==> src/rtl/cdc_fifo_pkg.sv <==
// Shared pointer helpers and constants for the CDC descriptor FIFO controllers.
// Gray conversions run on a fixed 32-bit container; zero-extended inputs convert correctly at any narrower width.
package cdc_fifo_pkg;

  localparam int GRAY_MAX_W     = 32;
  localparam int ADDR_WIDTH_DEF = 4;
  localparam int PTR_W          = ADDR_WIDTH_DEF + 1;
  localparam logic [1:0] OCC_MAX = 2'd2;

  function automatic logic [GRAY_MAX_W-1:0] bin2gray(input logic [GRAY_MAX_W-1:0] b);
    return b ^ (b >> 1);
  endfunction

  function automatic logic [GRAY_MAX_W-1:0] gray2bin(input logic [GRAY_MAX_W-1:0] g);
    logic [GRAY_MAX_W-1:0] b;
    b[GRAY_MAX_W-1] = g[GRAY_MAX_W-1];
    for (int i = GRAY_MAX_W - 2; i >= 0; i--) begin
      b[i] = b[i+1] ^ g[i];
    end
    return b;
  endfunction

endpackage

==> src/rtl/cdc_sync_bus.sv <==
// Multi-flop synchroniser for a Gray-coded bus; latency STAGES clk edges, no backpressure.
// Shared by the read- and write-side FIFO controllers.
module cdc_sync_bus #(
  parameter int WIDTH  = 1,
  parameter int STAGES = 2
) (
  input  logic             clk,
  input  logic             rst,
  input  logic [WIDTH-1:0] d,
  output logic [WIDTH-1:0] q
);

  logic [WIDTH-1:0] sync_q [STAGES];

  always_ff @(posedge clk) begin
    if (rst) begin
      for (int i = 0; i < STAGES; i++) sync_q[i] <= '0;
    end else begin
      sync_q[0] <= d;
      for (int i = 1; i < STAGES; i++) sync_q[i] <= sync_q[i-1];
    end
  end

  assign q = sync_q[STAGES-1];

endmodule

==> src/rtl/cdc_fifo_rd_ctrl.sv <==
// Read side of the CDC descriptor FIFO: write-pointer sync, empty/level, RAM fetch, 2-entry skid output.
// First word valid SYNC_STAGES+2 edges after the write pointer moves; fetch stops as soon as the skid would overflow. CDC_FIFO_RD_CHECK_EN adds the sticky pointer check.
module cdc_fifo_rd_ctrl
  import cdc_fifo_pkg::*;
#(
  parameter int ADDR_WIDTH  = 4,
  parameter int DATA_WIDTH  = 32,
  parameter int SYNC_STAGES = 2
) (
  input  logic                  rd_clk,
  input  logic                  rst,
  input  logic [ADDR_WIDTH:0]   wptr_gray_i,
  output logic [ADDR_WIDTH:0]   rptr_gray_o,
  output logic [ADDR_WIDTH-1:0] ram_raddr,
  output logic                  ram_re,
  input  logic [DATA_WIDTH-1:0] ram_dout,
  output logic                  m_valid,
  input  logic                  m_ready,
  output logic [DATA_WIDTH-1:0] m_data,
  output logic                  empty,
  output logic [ADDR_WIDTH:0]   level,
  output logic                  err_o
);

  localparam int PW = ADDR_WIDTH + 1;

  logic [PW-1:0]         wsync_gray;
  logic [PW-1:0]         wsync_bin;
  logic [PW-1:0]         rptr_bin;
  logic [PW-1:0]         rptr_next;
  logic                  out_vld;
  logic                  skid_vld;
  logic [DATA_WIDTH-1:0] out_dat;
  logic [DATA_WIDTH-1:0] skid_dat;
  logic                  infl;
  logic                  pop;
  logic [1:0]            occ;
  logic [2:0]            occ_sum;

  cdc_sync_bus #(
    .WIDTH  (PW),
    .STAGES (SYNC_STAGES)
  ) u_wptr_sync (
    .clk (rd_clk),
    .rst (rst),
    .d   (wptr_gray_i),
    .q   (wsync_gray)
  );

  assign wsync_bin = PW'(gray2bin(GRAY_MAX_W'(wsync_gray)));
  assign empty     = (wsync_bin == rptr_bin);
  assign level     = wsync_bin - rptr_bin;

  assign occ     = {1'b0, out_vld} + {1'b0, skid_vld};
  assign pop     = out_vld & m_ready;
  // Entries that will be held once this cycle's pop and capture settle.
  assign occ_sum = {1'b0, occ} + {2'b0, infl} - {2'b0, pop};
  assign ram_re  = !rst && !empty && (occ_sum < {1'b0, OCC_MAX});

  assign rptr_next = rptr_bin + PW'(1);
  assign ram_raddr = rptr_bin[ADDR_WIDTH-1:0];
  assign m_valid   = out_vld;
  assign m_data    = out_dat;

  always_ff @(posedge rd_clk) begin
    if (rst) begin
      rptr_bin    <= '0;
      rptr_gray_o <= '0;
      infl        <= 1'b0;
    end else begin
      infl <= ram_re;
      if (ram_re) begin
        rptr_bin    <= rptr_next;
        rptr_gray_o <= PW'(bin2gray(GRAY_MAX_W'(rptr_next)));
      end
    end
  end

  always_ff @(posedge rd_clk) begin
    if (rst) begin
      out_vld  <= 1'b0;
      skid_vld <= 1'b0;
      out_dat  <= '0;
      skid_dat <= '0;
    end else if (pop) begin
      if (skid_vld) begin
        out_dat <= skid_dat;
        if (infl) skid_dat <= ram_dout;
        else      skid_vld <= 1'b0;
      end else if (infl) begin
        out_dat <= ram_dout;
      end else begin
        out_vld <= 1'b0;
      end
    end else if (infl) begin
      if (!out_vld) begin
        out_dat <= ram_dout;
        out_vld <= 1'b1;
      end else begin
        skid_dat <= ram_dout;
        skid_vld <= 1'b1;
      end
    end
  end

`ifdef CDC_FIFO_RD_CHECK_EN
  localparam logic [PW-1:0] FULL_LVL = PW'(1) << ADDR_WIDTH;

  logic [PW-1:0] wsync_prev;
  logic [PW-1:0] wsync_step;
  logic          over_lvl;
  logic          back_step;

  // A forward step larger than the RAM depth can only mean the pointer went backwards.
  assign wsync_step = wsync_bin - wsync_prev;
  assign over_lvl   = (level > FULL_LVL);
  assign back_step  = (wsync_step > FULL_LVL);

  always_ff @(posedge rd_clk) begin
    if (rst) begin
      wsync_prev <= '0;
      err_o      <= 1'b0;
    end else begin
      wsync_prev <= wsync_bin;
      if (over_lvl || back_step) err_o <= 1'b1;
    end
  end
`else
  assign err_o = 1'b0;
`endif

endmodule

==> config.mk <==
export PLATFORM = sky130hd
export DESIGN_NAME = cdc_fifo_rd_ctrl
export DESIGN_NICKNAME = d
export VERILOG_FILES = /design/src/rtl/cdc_fifo_pkg.sv /design/src/rtl/cdc_sync_bus.sv /design/src/rtl/cdc_fifo_rd_ctrl.sv
export SDC_FILE = /design/constraint.sdc
export NUM_CORES = 1
export LEC_CHECK = 0
export BUFFER_PORTS_ARGS = -buffer_cell sky130_fd_sc_hd__buf_2
export CAP_MARGIN = 15
export CORE_MARGIN = 1
export CORE_UTILIZATION = 40
export CTS_CLUSTER_DIAMETER = 120
export DETAILED_ROUTE_END_ITERATION = 8
export GPL_TIMING_DRIVEN = 0
export PLACE_DENSITY = 0.7
export SYNTH_ARGS = -nofsm -noshare
export SYNTH_HDL_FRONTEND = slang
export SYNTH_SLANG_ARGS = --single-unit
export TNS_END_PERCENT = 30
==> constraint.sdc <==
create_clock -name rd_clk -period 3.25 [get_ports rd_clk]
set_input_delay 0.1625 -clock rd_clk [delete_from_list [all_inputs] [get_ports rd_clk]]
set_output_delay 0.1625 -clock rd_clk [all_outputs]
set_load 0.05 [all_outputs]
---- Word-level counts from Yosys, hierarchy flattened ----
Memories as Yosys holds them, arrays and structs flattened.
Cells that the tools add are included.
storage, ports and cells
  bits in registers ....................... 77
  RAM bits ................................ 10
  input bits .............................. 40
  output and inout bits ................... 50
  logic and storage cells ................. 61
  memories kept ........................... 1
operators by class
  add/subtract/negate cells ............... 5
  order comparisons ....................... 1
  eq/ne operators ......................... 5
  multiplexer cells ....................... 23
  bitwise gates (word level) .............. 8
  reductions and logical operators ........ 11
memories
  memory              words  width  read ports  clocked after memory_dff  wr ports  line                RTL
  u_wptr_sync.sync_q  2      5      2           0                         2         cdc_sync_bus.sv:13  logic [WIDTH-1:0] sync_q [STAGES];
operator list
  operator             number
  $mux 32              9
  $mux 1               12
  $mux 5               2
  $reduce_and 3->1     3
  $ne 2x2->1 const B   3
  $reduce_bool 2->1    3
  $add 5x1->5 const B  1
  $eq 5x5->1           1
  $sub 5x5->5          1
  $xor 5x4->5          1
  $xor 1x1->1          4
  $add 2x1->3          1
  $lt 3x2->1 const B   1
  $sub 3x1->3          1
  $add 1x1->2          1
  $logic_and 1x1->1    2
  $logic_not 1->1      2
  $ne 2x1->1 const B   1
  $or 1x1->1           2
  $reduce_and 2->1     1
  $and 1x1->1          1

---- Longest topological paths before layout ----
An unclocked memory read counts as a cell.
  depth in word-level cells ............... 9
  depth in mapped cells ................... 12
  mapped depth without buffers ............ 10

---- Modules after synthesis ----
From an unflattened synthesis, not the netlist that was laid out.
second synthesis, totals
  cell total of the unflattened synthesis .. 420
  area total of the unflattened synthesis .. 3698.5 um^2
modules (own cells, without submodules)
  module            instances  cells each  area an instance (um^2)  seq. area each (um^2)
  cdc_fifo_rd_ctrl  1          395         3398.3                   1521.5
  cdc_sync_bus      1          25          300.3                    200.2

---- Worst setup path before layout ----
Ideal clock, no wire load.
  path kind ............................... reg2out
  start point ............................. register out_vld (netlist: m_valid)
  end point ............................... output ram_re
  data arrival time ....................... 3.109 ns
  setup slack ............................. -0.021 ns
  stages on the path, launching flop included .. 11
  buffers on the path ..................... 2
  cell sequence ........................... dfxtp_1 -> buf_2 -> nand2_1 -> inv_1 -> ha_1 -> inv_1 -> ha_1 -> a21oi_1 -> xnor2_1 -> clkbuf_1 -> nor3_1
on the way
  word-level cells in the longest chain between the ends .. 5
ends and longest elaborated chain
  what                      line                    RTL
  start: declaration        cdc_fifo_rd_ctrl.sv:31  logic out_vld;
  start signal: assignment  cdc_fifo_rd_ctrl.sv:81  out_vld <= 1'b0;
  start signal: assignment  cdc_fifo_rd_ctrl.sv:93  out_vld <= 1'b0;
  start signal: assignment  cdc_fifo_rd_ctrl.sv:98  out_vld <= 1'b1;
  $add 1x1->2               cdc_fifo_rd_ctrl.sv:54  assign occ = {1'b0, out_vld} + {1'b0, skid_vld};
  $add 2x1->3               cdc_fifo_rd_ctrl.sv:57  assign occ_sum = {1'b0, occ} + {2'b0, infl} - {2'b0, pop};
  $sub 3x1->3 (*)           cdc_fifo_rd_ctrl.sv:57
  $lt 3x2->1 (*)            cdc_fifo_rd_ctrl.sv:58  assign ram_re = !rst && !empty && (occ_sum < {1'b0, OCC_MAX});
  $logic_and 1x1->1 (*)     cdc_fifo_rd_ctrl.sv:58
  end: declaration          cdc_fifo_rd_ctrl.sv:15  output logic ram_re,
Every way passes the cells marked *; elsewhere a longest branch is shown, timed or not.

==> summary.txt <==
Outcome
  – Status: complete, but fails checks
  – Failing checks: design-rule violations

Cells and area
  – Multi-input logic area: 0.00178 mm2
  – Layout Utilization: 50.6%
  – FILL cells: 879
  – Commonest non-fill, non-tap cell in the layout: buf_2
  – Area delta synth->final: 21.5%
  – Highest-count cells in the layout ignoring fill and taps: 92 x buf_2, 86 x dfxtp_1, 68 x nand2_1, 45 x a21oi_1, 35 x nor2_1
  – Area occupied by registers: 0.00172 mm2
  – Ant. Diodes: 0
  – Layout cell share with drive strength beyond 1: 22.6%
  – Net count, final: 564

STA
  – Final worst-path cycle share: 92.8%
  – Min cycle time layout: 3.02 ns
  – Max_slew headroom: 53.7%
  – Max Freq: 332 MHz
  – Final Max Slew Viols: 0
  – Final Setup Violations: 0
  – Slew @ Worst Pin: 0.693 ns
  – Final hold vios: 0
  – Setup Skew: 0.00662 ns
  – Setup TNS: 0 ns
  – RSZ-0062 raised after global routing: false

Clock network
  – Clk slew on worst S/H paths: 0.08 ns
  – CTS Buffer Depth: 2
  – CTS tree: done
  – Post-CTS setup buffers: 0
  – Root buffer cell: clkbuf_8
  – CTS Buf Count: 9
  – CTS Sinks: 86
  – CTS Hold Buffers Added: 0
  – H-tree levels: 3
  – Worst skew pair latency: 0.34 ns

Placed design
  – Detailed Place HPWL: 6130 um
  – # port buffers: 87
  – Routability cong.: 0.827

Die
  – Initial core utilization: 41.6%
  – Die Wd: 97.7 um
  – Core area: 0.00881 mm2
  – Row count: 34
  – Num ports: 90
  – Die ar.: 0.00955 mm2
  – Die Ht: 97.7 um

Synth
  – Syn_area_per_cell: 8.81 um2
  – Synth cell types: 35
  – EDFF count, synth: 0
  – Synth top area share: 47.0%
  – Post-synthesis register bit count: 86
  – Synth Warn #: 0
  – Largest cells by area after synthesis: dfxtp_1 47%, mux2i_1 8.7%, a211oi_1 7.0%
  – Mapped cell area: 0.00366 mm2
  – Top FF cell, synth: dfxtp_1
  – Syn Inst Count: 416
  – Post-synthesis sequential area ratio: 47.0%
  – Syn Nets: 466
  – Post-synth ARST share: 0%
  – Most area-hungry cell type in the Yosys netlist: dfxtp_1

Route
  – Routed len/inst: 13.4 um
  – Drt first-iter violations: 64
  – Final wirelength: 8380 um
  – Avg Vias per Cell: 5.05
  – Vias: 3159
  – DRC viols: 13
  – ANT nets after route: 0
  – 1st-pass router iterations: 6

Global route
  – Initial antenna violation count: 0
  – Total gr overflow: 0
  – Tot GR Track Use: 18.5%
  – Largest net degree at the start of global routing: 14
  – Global-route wire length before repair: 14200 um
  – Vias in the first global route: 3037

Power
  – Power Total: 4.08 mW
  – PwrDens: 916 mW/mm2
  – Static leakage: 2.04 nW
  – VDD IR max: 0.000365 V

Setup path
  – Worst R2R End: rptr_gray_o[3]
  – Worst R2R Path Depth: 10
  – Critical path data required time: 3.09 ns
  – RR Startpoint: m_valid
  – Crit-path max FO: 10
  – Crit path largest cell delay: 0.39 ns
  – R2r setup slk: 0.65 ns
  – CP cell instances: xor2_2 > xor2_2 > xnor2_2 > xor2_1 > ha_1 > nand2_1 > or3_1 > buf_6 > inv_2 > buf_2 > buf_2
  – Crit path max-delay cell type: dfxtp_1
  – Crit. End Element: primary output
  – Crit path kind: reg -> out
  – Worst setup startpoint: u_wptr_sync.sync_q[0][9]
  – Startpoint types: flip-flop
  – Crit path DAT: 2.85 ns

Worst hold path
  – Start point of the worst hold path: wptr_gray_i[4]
  – Hold worst-path end: u_wptr_sync.sync_q[0][4]
  – HP Class: in -> reg
  – WHS Path Cells: 2

Flow run
  – Max-cap violations: 0
-- layout make-up --
class,instances,area share (%)
Multi-Input combinational cell,285,40.1
Sequential cell,86,38.7
Timing Repair Buffer,87,9.78
Clock buffer,11,3.18
Tap cell,108,3.04
Buffer,31,3.01
Inverter,14,1.18
Clock inverter,4,1.07
-- where the power goes --
part	internal, mW	switching, mW
sequential	1.28	0.126
combinational	0.527	1.42
clock	0.370	0.361
total	2.17	1.91
-- state kept, by name, indices dropped and copies added (netlist names) --
name and count:
infl 1, m_data 32, m_valid 1, rptr_bin 5, rptr_gray_o 4, skid_dat 32, skid_vld 1, u_wptr_sync.sync_q 10
-- worst max-delay path, delay by kind of cell, from the launching register on --
family        cells  cell delay [ns]
xor+xnor          4             0.73
fa+ha+maj         1             0.31
buf+inv           4             0.72
flops             1             0.39
simple gates      2             0.37
-- cell usage after synthesis, drive strengths merged (2+ instances only) --
cell type,number
xnor2,9
nor2b,11
nand2,68
a21boi,2
nand4,3
xor2,7
nor2,35
o21ai,6
clkbuf,24
a211oi,34
ha,9
a31o,2
nand3,6
or3,2
buf,7
mux2i,32
nor3,2
inv,14
a21oi,45
a21o,2
dfxtp,86
-- kinds of logic (layout without fill, tap and decap cells) --
kind of cell,Yosys count,in the layout,synth area share (%)
AND/OR/NAND/NOR,130,130,14.9
AO/OA/AOI/OAI,96,96,16.7
adder cells (fa/ha/maj),10,10,3.62
XOR/XNOR,16,16,3.82
multiplexers,32,32,8.74
flip-flops,86,86,47.0
other,1,1,0.102
buffers and inverters,45,147,5.09
-- what timing repair did --
action,4_1_cts,5_1_grt
hold endpoints to repair,0,0
resized for setup,0,3
setup endpoints to repair,0,2
-- worst max-delay path by stage --
stage | depth (start not counted) | slack, ns | endpoint
floorplan | 10 | 0.40 | ram_re
global placement | 11 | 0.55 | empty
global route | 12 | 0.05 | ram_re
detailed placement | 11 | 0.48 | empty
CTS | 11 | 0.09 | empty
finish | 11 | 0.23 | empty
-- metal layers --
metal | track usage (%) | part of all wire (%)
met1 | 23.0 | 45
met2 | 30.4 | 47
met3 | 4.10 | 5.0
met4 | 8.62 | 2.7
met5 | 0 | 0
-- per-stage QoR --
stage          setup WS [ns]  std cells  area (um2)  hold WS (ns)
4_1_cts               0.0884        626        4430        0.0159
3_3_place_gp           0.549        611        4240         0.372
3_5_place_dp           0.475        611        4240         0.380
5_1_grt               0.0503        626        4450        0.0192
6_report               0.234        626        4450        0.0274
2_1_floorplan          0.404        416        3670         0.291
Note: power is estimated with default switching activity, not from simulation.
